<file path="config.mk">
export PLATFORM = sky130hd
export DESIGN_NAME = shifter32seq_flat
export DESIGN_NICKNAME = d
export VERILOG_FILES = /design/src/rtl/shifter32seq_pkg.sv /design/src/rtl/shifter32seq_if.sv /design/src/rtl/shifter32b1.sv /design/src/rtl/shifter32seq.sv /design/src/flat_wrapper.sv
export SDC_FILE = /design/constraint.sdc
export NUM_CORES = 1
export LEC_CHECK = 0
export ABC_AREA = 1
export CORE_MARGIN = 2
export CORE_UTILIZATION = 45
export DETAILED_ROUTE_END_ITERATION = 7
export PLACE_DENSITY = 0.77
export SLEW_MARGIN = 10
export SYNTH_ARGS = -nofsm -noshare
export SYNTH_HDL_FRONTEND = slang
export SYNTH_HIERARCHICAL = 1
export SYNTH_SLANG_ARGS = --single-unit
export TNS_END_PERCENT = 100
</file>
<file path="constraint.sdc">
create_clock -name clk -period 1.2 [get_ports clk]
set_input_delay 0.12 -clock clk [delete_from_list [all_inputs] [get_ports clk]]
set_output_delay 0.12 -clock clk [all_outputs]
set_load 0.005 [all_outputs]
</file>
<file path="src/rtl/shifter32seq_pkg.sv">
// Shared ALU shift-path definitions: widths, FSM state encoding, direction codes.
package shifter32seq_pkg;

  localparam int DATA_W  = 32;
  localparam int SHAMT_W = 5;

  localparam logic DIR_RIGHT = 1'b0;
  localparam logic DIR_LEFT  = 1'b1;

  typedef enum logic [1:0] {
    IDLE  = 2'd0,
    SHIFT = 2'd1,
    DONE  = 2'd2
  } state_e;

endpackage : shifter32seq_pkg

</file>
<file path="src/rtl/shifter32seq_if.sv">
// Request/response bundle between ALU operand select and the sequential shifter.
interface shifter32seq_if;
  import shifter32seq_pkg::*;

  logic               start;
  logic [DATA_W-1:0]  in;
  logic [SHAMT_W-1:0] shamt;
  logic               shiftdir;
  logic               shifta;
  logic [DATA_W-1:0]  out;
  logic               busy;
  logic               done;

  // Requester side: issues operations, observes the result.
  modport master (
    output start, in, shamt, shiftdir, shifta,
    input  out, busy, done
  );

  // Shifter side: accepts operations, returns the result.
  modport slave (
    input  start, in, shamt, shiftdir, shifta,
    output out, busy, done
  );

endinterface : shifter32seq_if

</file>
<file path="src/rtl/shifter32b1.sv">
// Single-position shift stage: shifts by one bit (or passes through) with
// zero fill on the left, and zero or sign fill on the right.
module shifter32b1
  import shifter32seq_pkg::*;
(
  input  logic [DATA_W-1:0] in_i,
  input  logic              shift_i,
  input  logic              shiftdir_i,
  input  logic              shifta_i,
  output logic [DATA_W-1:0] out_o
);

  // Select pass-through, left-by-one or right-by-one with the proper fill bit.
  always_comb begin
    out_o = in_i;
    if (!shift_i) begin
      out_o = in_i;
    end else if (shiftdir_i == DIR_LEFT) begin
      out_o = {in_i[DATA_W-2:0], 1'b0};
    end else begin
      out_o = {(shifta_i & in_i[DATA_W-1]), in_i[DATA_W-1:1]};
    end
  end

endmodule : shifter32b1

</file>
<file path="src/rtl/shifter32seq.sv">
// Multi-cycle 32-bit shift controller: applies one single-bit shift per clock
// until the requested amount is consumed, then pulses done for one cycle.
module shifter32seq
  import shifter32seq_pkg::*;
(
  input  logic          clk,
  input  logic          rst,
  shifter32seq_if.slave bus
);

  state_e             state_q;
  logic [DATA_W-1:0]  acc_q;
  logic [SHAMT_W-1:0] cnt_q;
  logic               dir_q;
  logic               arith_q;
  logic               busy_q;
  logic               done_q;
  logic [DATA_W-1:0]  shift_s;

  // The working register always passes through the one-bit stage; the FSM
  // decides whether the shifted value is taken.
  shifter32b1 u_stage (
    .in_i       (acc_q),
    .shift_i    (1'b1),
    .shiftdir_i (dir_q),
    .shifta_i   (arith_q),
    .out_o      (shift_s)
  );

  // Controller FSM with registered busy/done; reset aborts any operation silently.
  always_ff @(posedge clk) begin
    if (rst) begin
      state_q <= IDLE;
      acc_q   <= {DATA_W{1'b0}};
      cnt_q   <= {SHAMT_W{1'b0}};
      dir_q   <= DIR_RIGHT;
      arith_q <= 1'b0;
      busy_q  <= 1'b0;
      done_q  <= 1'b0;
    end else begin
      case (state_q)
        IDLE: begin
          if (bus.start) begin
            acc_q   <= bus.in;
            cnt_q   <= bus.shamt;
            dir_q   <= bus.shiftdir;
            arith_q <= bus.shifta;
            busy_q  <= 1'b1;
            if (bus.shamt != {SHAMT_W{1'b0}}) begin
              state_q <= SHIFT;
              done_q  <= 1'b0;
            end else begin
              state_q <= DONE;
              done_q  <= 1'b1;
            end
          end else begin
            busy_q <= 1'b0;
            done_q <= 1'b0;
          end
        end
        SHIFT: begin
          acc_q <= shift_s;
          cnt_q <= cnt_q - 5'd1;
          if (cnt_q == 5'd1) begin
            state_q <= DONE;
            done_q  <= 1'b1;
          end else begin
            done_q  <= 1'b0;
          end
        end
        DONE: begin
          // Result holds in acc_q; a start seen here is dropped, not queued.
          state_q <= IDLE;
          busy_q  <= 1'b0;
          done_q  <= 1'b0;
        end
        default: begin
          state_q <= IDLE;
          busy_q  <= 1'b0;
          done_q  <= 1'b0;
        end
      endcase
    end
  end

  assign bus.out  = acc_q;
  assign bus.busy = busy_q;
  assign bus.done = done_q;

endmodule : shifter32seq

</file>
<file path="src/flat_wrapper.sv">
// flat-port wrapper written by rule: the top's interface ports become plain ports
module shifter32seq_flat import shifter32seq_pkg::*;
  (clk, rst, bus_start, bus_in, bus_shamt, bus_shiftdir, bus_shifta, bus_out, bus_busy, bus_done);
  shifter32seq_if bus_i ();
  input  logic clk;
  input  logic rst;
  input wire logic [$bits(bus_i.start)-1:0] bus_start;
  input wire logic [$bits(bus_i.in)-1:0] bus_in;
  input wire logic [$bits(bus_i.shamt)-1:0] bus_shamt;
  input wire logic [$bits(bus_i.shiftdir)-1:0] bus_shiftdir;
  input wire logic [$bits(bus_i.shifta)-1:0] bus_shifta;
  output wire logic [$bits(bus_i.out)-1:0] bus_out;
  output wire logic [$bits(bus_i.busy)-1:0] bus_busy;
  output wire logic [$bits(bus_i.done)-1:0] bus_done;
  assign bus_i.start = bus_start;
  assign bus_i.in = bus_in;
  assign bus_i.shamt = bus_shamt;
  assign bus_i.shiftdir = bus_shiftdir;
  assign bus_i.shifta = bus_shifta;
  assign bus_out = bus_i.out;
  assign bus_busy = bus_i.busy;
  assign bus_done = bus_i.done;
  shifter32seq u_core (.clk(clk), .rst(rst), .bus(bus_i));
endmodule
</file>
==> results.md <==
* Layout cells sized above 1 at 20.0%
* Vias in the first global route at roughly 3,300
* Crit-path leading delay family: simple AND/OR/NAND/NOR gates
* Post-CTS Hold Buffers at 0
* Final Wtd Congestion at roughly 0.86
* Worst-skew pair later-pin latency at roughly 0.3 ns
* Placed cell area at 0.00386 mm²
* Worst path slowest cell: dfxtp_4
* Maxcap violations at 0
* Core area at ~0.0063 mm²
* Placed instance count at 680
* CP Capture Type: flop
* Crit path max fanout at 6
* DRC Markers at 0
* First-iteration detailed-routing DRC count at between 200 and 300
* Hold Vio Cnt, Final at 0
* Synth cell types at 24
* Num rows at 29
* Synthesis-to-layout area growth at 45.5%
* Area contributors post-synth: dfxtp_1 (29%), nand2_1 (29%), nor2_1 (11%), nand3_1 (6.2%), inv_1 (5.4%)
* Number of synthesized flops with an enable pin at 0
* WHS at between 0.4 and 0.5 ns
* Synth Flop Type: dfxtp_1
* Final period util at a little over nine tenths
* Worst path required time at between 1 and 1.5 ns
* # clock sinks at 43
* Die Y at between 80 and 90 µm
* Max incr delay on CP at approximately 0.38 ns
* CTS tree: done
* Sequential area share after synthesis at slightly below 30%
* Global-route wire length before repair at approximately 14,000 µm
* Cells after synthesis at between 500 and 600
* Worst Path Arrival at between 1 and 1.5 ns
* Via/cell ratio at around 5
* Initial antenna violation count at 0
* Post-synth top area cell: dfxtp_1
* Yosys reg bits at 43
* Ports at between 70 and 80
* Max clock buf depth at 2
* Outcome: completed
* Root Buffer: clkbuf_8
* Minimum clock period at about 1.2 ns
* F_max at between 800 and 900 MHz
* Post-route cell area at between 0.004 and 0.005 mm²
* # nets final at 687
* Die ar. at roughly 0.0073 mm²
* Initial Util at a little under half
* H-tree Lvls at 2
* CTS Buf Count at 5
* Syn Nets at slightly below 600
* RSZ-0062 raised after global routing: yes
* Final setup violating endpoints at 0
* Final Total Pwr at between 0.004 and 0.005 W
* WL final at 8760 µm
* P per Cell Area at 1110 mW/mm²
* Horiz. Die Dim at roughly 85 µm
* Cell mode on critical path: nand2_1
* Detail Route Antenna Nets at 0
* Worst VDD drop at 0.648 mV
* Startpoint types: flop
* Hold Path Class: primary input to flop
* GRT overflow at 0
* Vias at 3,604
* Synthesized area at approximately 0.003 mm²
* Drt pass-1 iters at 8
* Critical-path cell list: inv_6, clkbuf_16, nand2_2, nand3_1, nand2_1, nand2_1, nand2_1, nor2_1, nor2_1
* Final Skew at between 0.01 and 0.015 ns
* Clock transition at the registers of the reported paths at 0.09 ns
* Port Buffers at 75
* Largest net degree at the start of global routing at 36
* Worst setup path class: flop to flop
* Final Slew Violations at 0
* Share of the synthesized area in the top cell type at a little under 30%
* Gr usage total at between 20% and 30%
* Asr flop ratio synth at 0%
* WL/cell at approximately 12 µm
* Post-route insts no fill at just over 700
* R2r setup slk at 0.02 ns
* Warning count from the yosys run at 6
* Buf/Inv on CP at 2
* Leak pwr at 2.33 nW
* Post-DP HPWL at between 5000 and 6000 µm
* TNS Setup at 0 ns
* Syn_area_per_cell at 5.57 µm²
* Inserted Diodes at 0
[layer usage]
layer | global-route usage [%] | share of wire (%) | vias to the layer above | routed length (µm)
met5 | 0 | 0 | - | 0
met4 | 6.49 | 1.3 | 0 | 117
met3 | 3.40 | 6.2 | 15 | 539
met2 | 43.0 | 51 | 130 | 4450
met1 | 29.2 | 42 | 1623 | 3660
li1 | - | - | 1836 | -
[where the power goes]
| part | switching (W) | total [W] | internal [W] |
|---|---|---|---|
| sequential | 0.000120 | 0.00175 | 0.00163 |
| combinational | 0.00108 | 0.00210 | 0.00102 |
| clock | 0.000513 | 0.000922 | 0.000410 |
[synth_stat cells (2+ instances only)]
cell      number
a21oi_1        5
buf_6          5
nor2_1        84
nor3b_1        2
inv_1         43
nand2_2       10
nand3_1       37
buf_4         10
ha_1           2
nand2_1      228
buf_2         10
o21ai_0       32
o21ai_1        7
inv_2          3
dfxtp_1       43
clkbuf_1       4
[final timing paths]
| kind | endpoint | depth (start not counted) | from |
|---|---|---|---|
| worst min-delay path | u_core/bus.out[0] | 5 | bus_in[0] |
| worst max-delay path | u_core/bus.out[3] | 9 | u_core/dir_q |
| worst max register to register | u_core/bus.out[3] | 9 | u_core/dir_q |
| worst min register to register | u_core/bus.busy | 2 | u_core/bus.busy |
[placed cells by master, fill, tap and decap left out]
master | synthesis | final
nand2_1 | 228 | 227
nor2_1 | 84 | 82
buf_4 | 10 | 46
clkdlybuf4s50_1 | 0 | 41
inv_1 | 43 | 40
nand3_1 | 37 | 35
dlygate4sd2_1 | 0 | 34
dfxtp_2 | 0 | 33
o21ai_0 | 32 | 28
o21ai_1 | 7 | 11
nand2_2 | 10 | 10
dfxtp_1 | 43 | 6
clkbuf_8 | 0 | 5
inv_2 | 3 | 5
buf_12 | 0 | 5
buf_6 | 5 | 5
a21oi_1 | 5 | 4
dfxtp_4 | 0 | 4
clkbuf_1 | 4 | 2
clkbuf_16 | 0 | 2
nand3_2 | 0 | 2
nor2_2 | 0 | 2
nor3b_1 | 2 | 2
clkinv_2 | 0 | 1
o21ai_4 | 0 | 1
nand2_4 | 0 | 1
inv_4 | 1 | 1
or2_2 | 1 | 1
a21oi_2 | 0 | 1
a31oi_2 | 0 | 1
o21a_1 | 1 | 1
ha_4 | 0 | 1
ha_1 | 2 | 1
inv_6 | 0 | 1
conb_1 | 1 | 1
buf_8 | 1 | 1
[cell families after synthesis]
kind of cell	share of synthesized area (%)
simple gates	48.5
compound gates	8.18
flops	29.0
fa+ha+maj	0.843
buf+inv	13.3
other cells	0.126
[worst min-delay path: stages]
cell and delay, ns:
clkdlybuf4s50_1 0.39, nand2_1 0.06, nand2_1 0.05, nor2_1 0.08
nor2_1 0.05
[cell type report]
cell class | count | area [µm²]
timing repair buffer | 134 | 1270
fill | 584 | 2030
multi-input combinational | 412 | 1760
inverter | 47 | 184
tap | 77 | 96.3
clock inverter | 1 | 5.00
clock buffer | 7 | 76.3
sequential | 43 | 917
[state kept, by name, summed over array words and instances (netlist names)]
register and flops:
u_core/bus.busy 1, u_core/bus.out 32, u_core/dir_q 1, u_core/arith_q 1, u_core/cnt_q 5, u_core/bus.done 1
u_core/state_q 2
[through the flow]
stage          utilization [%]  setup slack [ns]
2_1_floorplan                -            0.0172
3_3_place_gp              60.8            -0.154
3_5_place_dp              60.8            -0.180
4_1_cts                   65.9           0.00228
5_1_grt                   68.0           -0.0671
6_report                  68.0            0.0246
[repair_timing]
item                       4_1_cts  5_1_grt
setup endpoints to repair       48       41
resized for setup               74       27
gates cloned                     0        2
buffers inserted                30        1
pin swaps                        0        4
No activity file was read; power rests on OpenSTA's default activity.
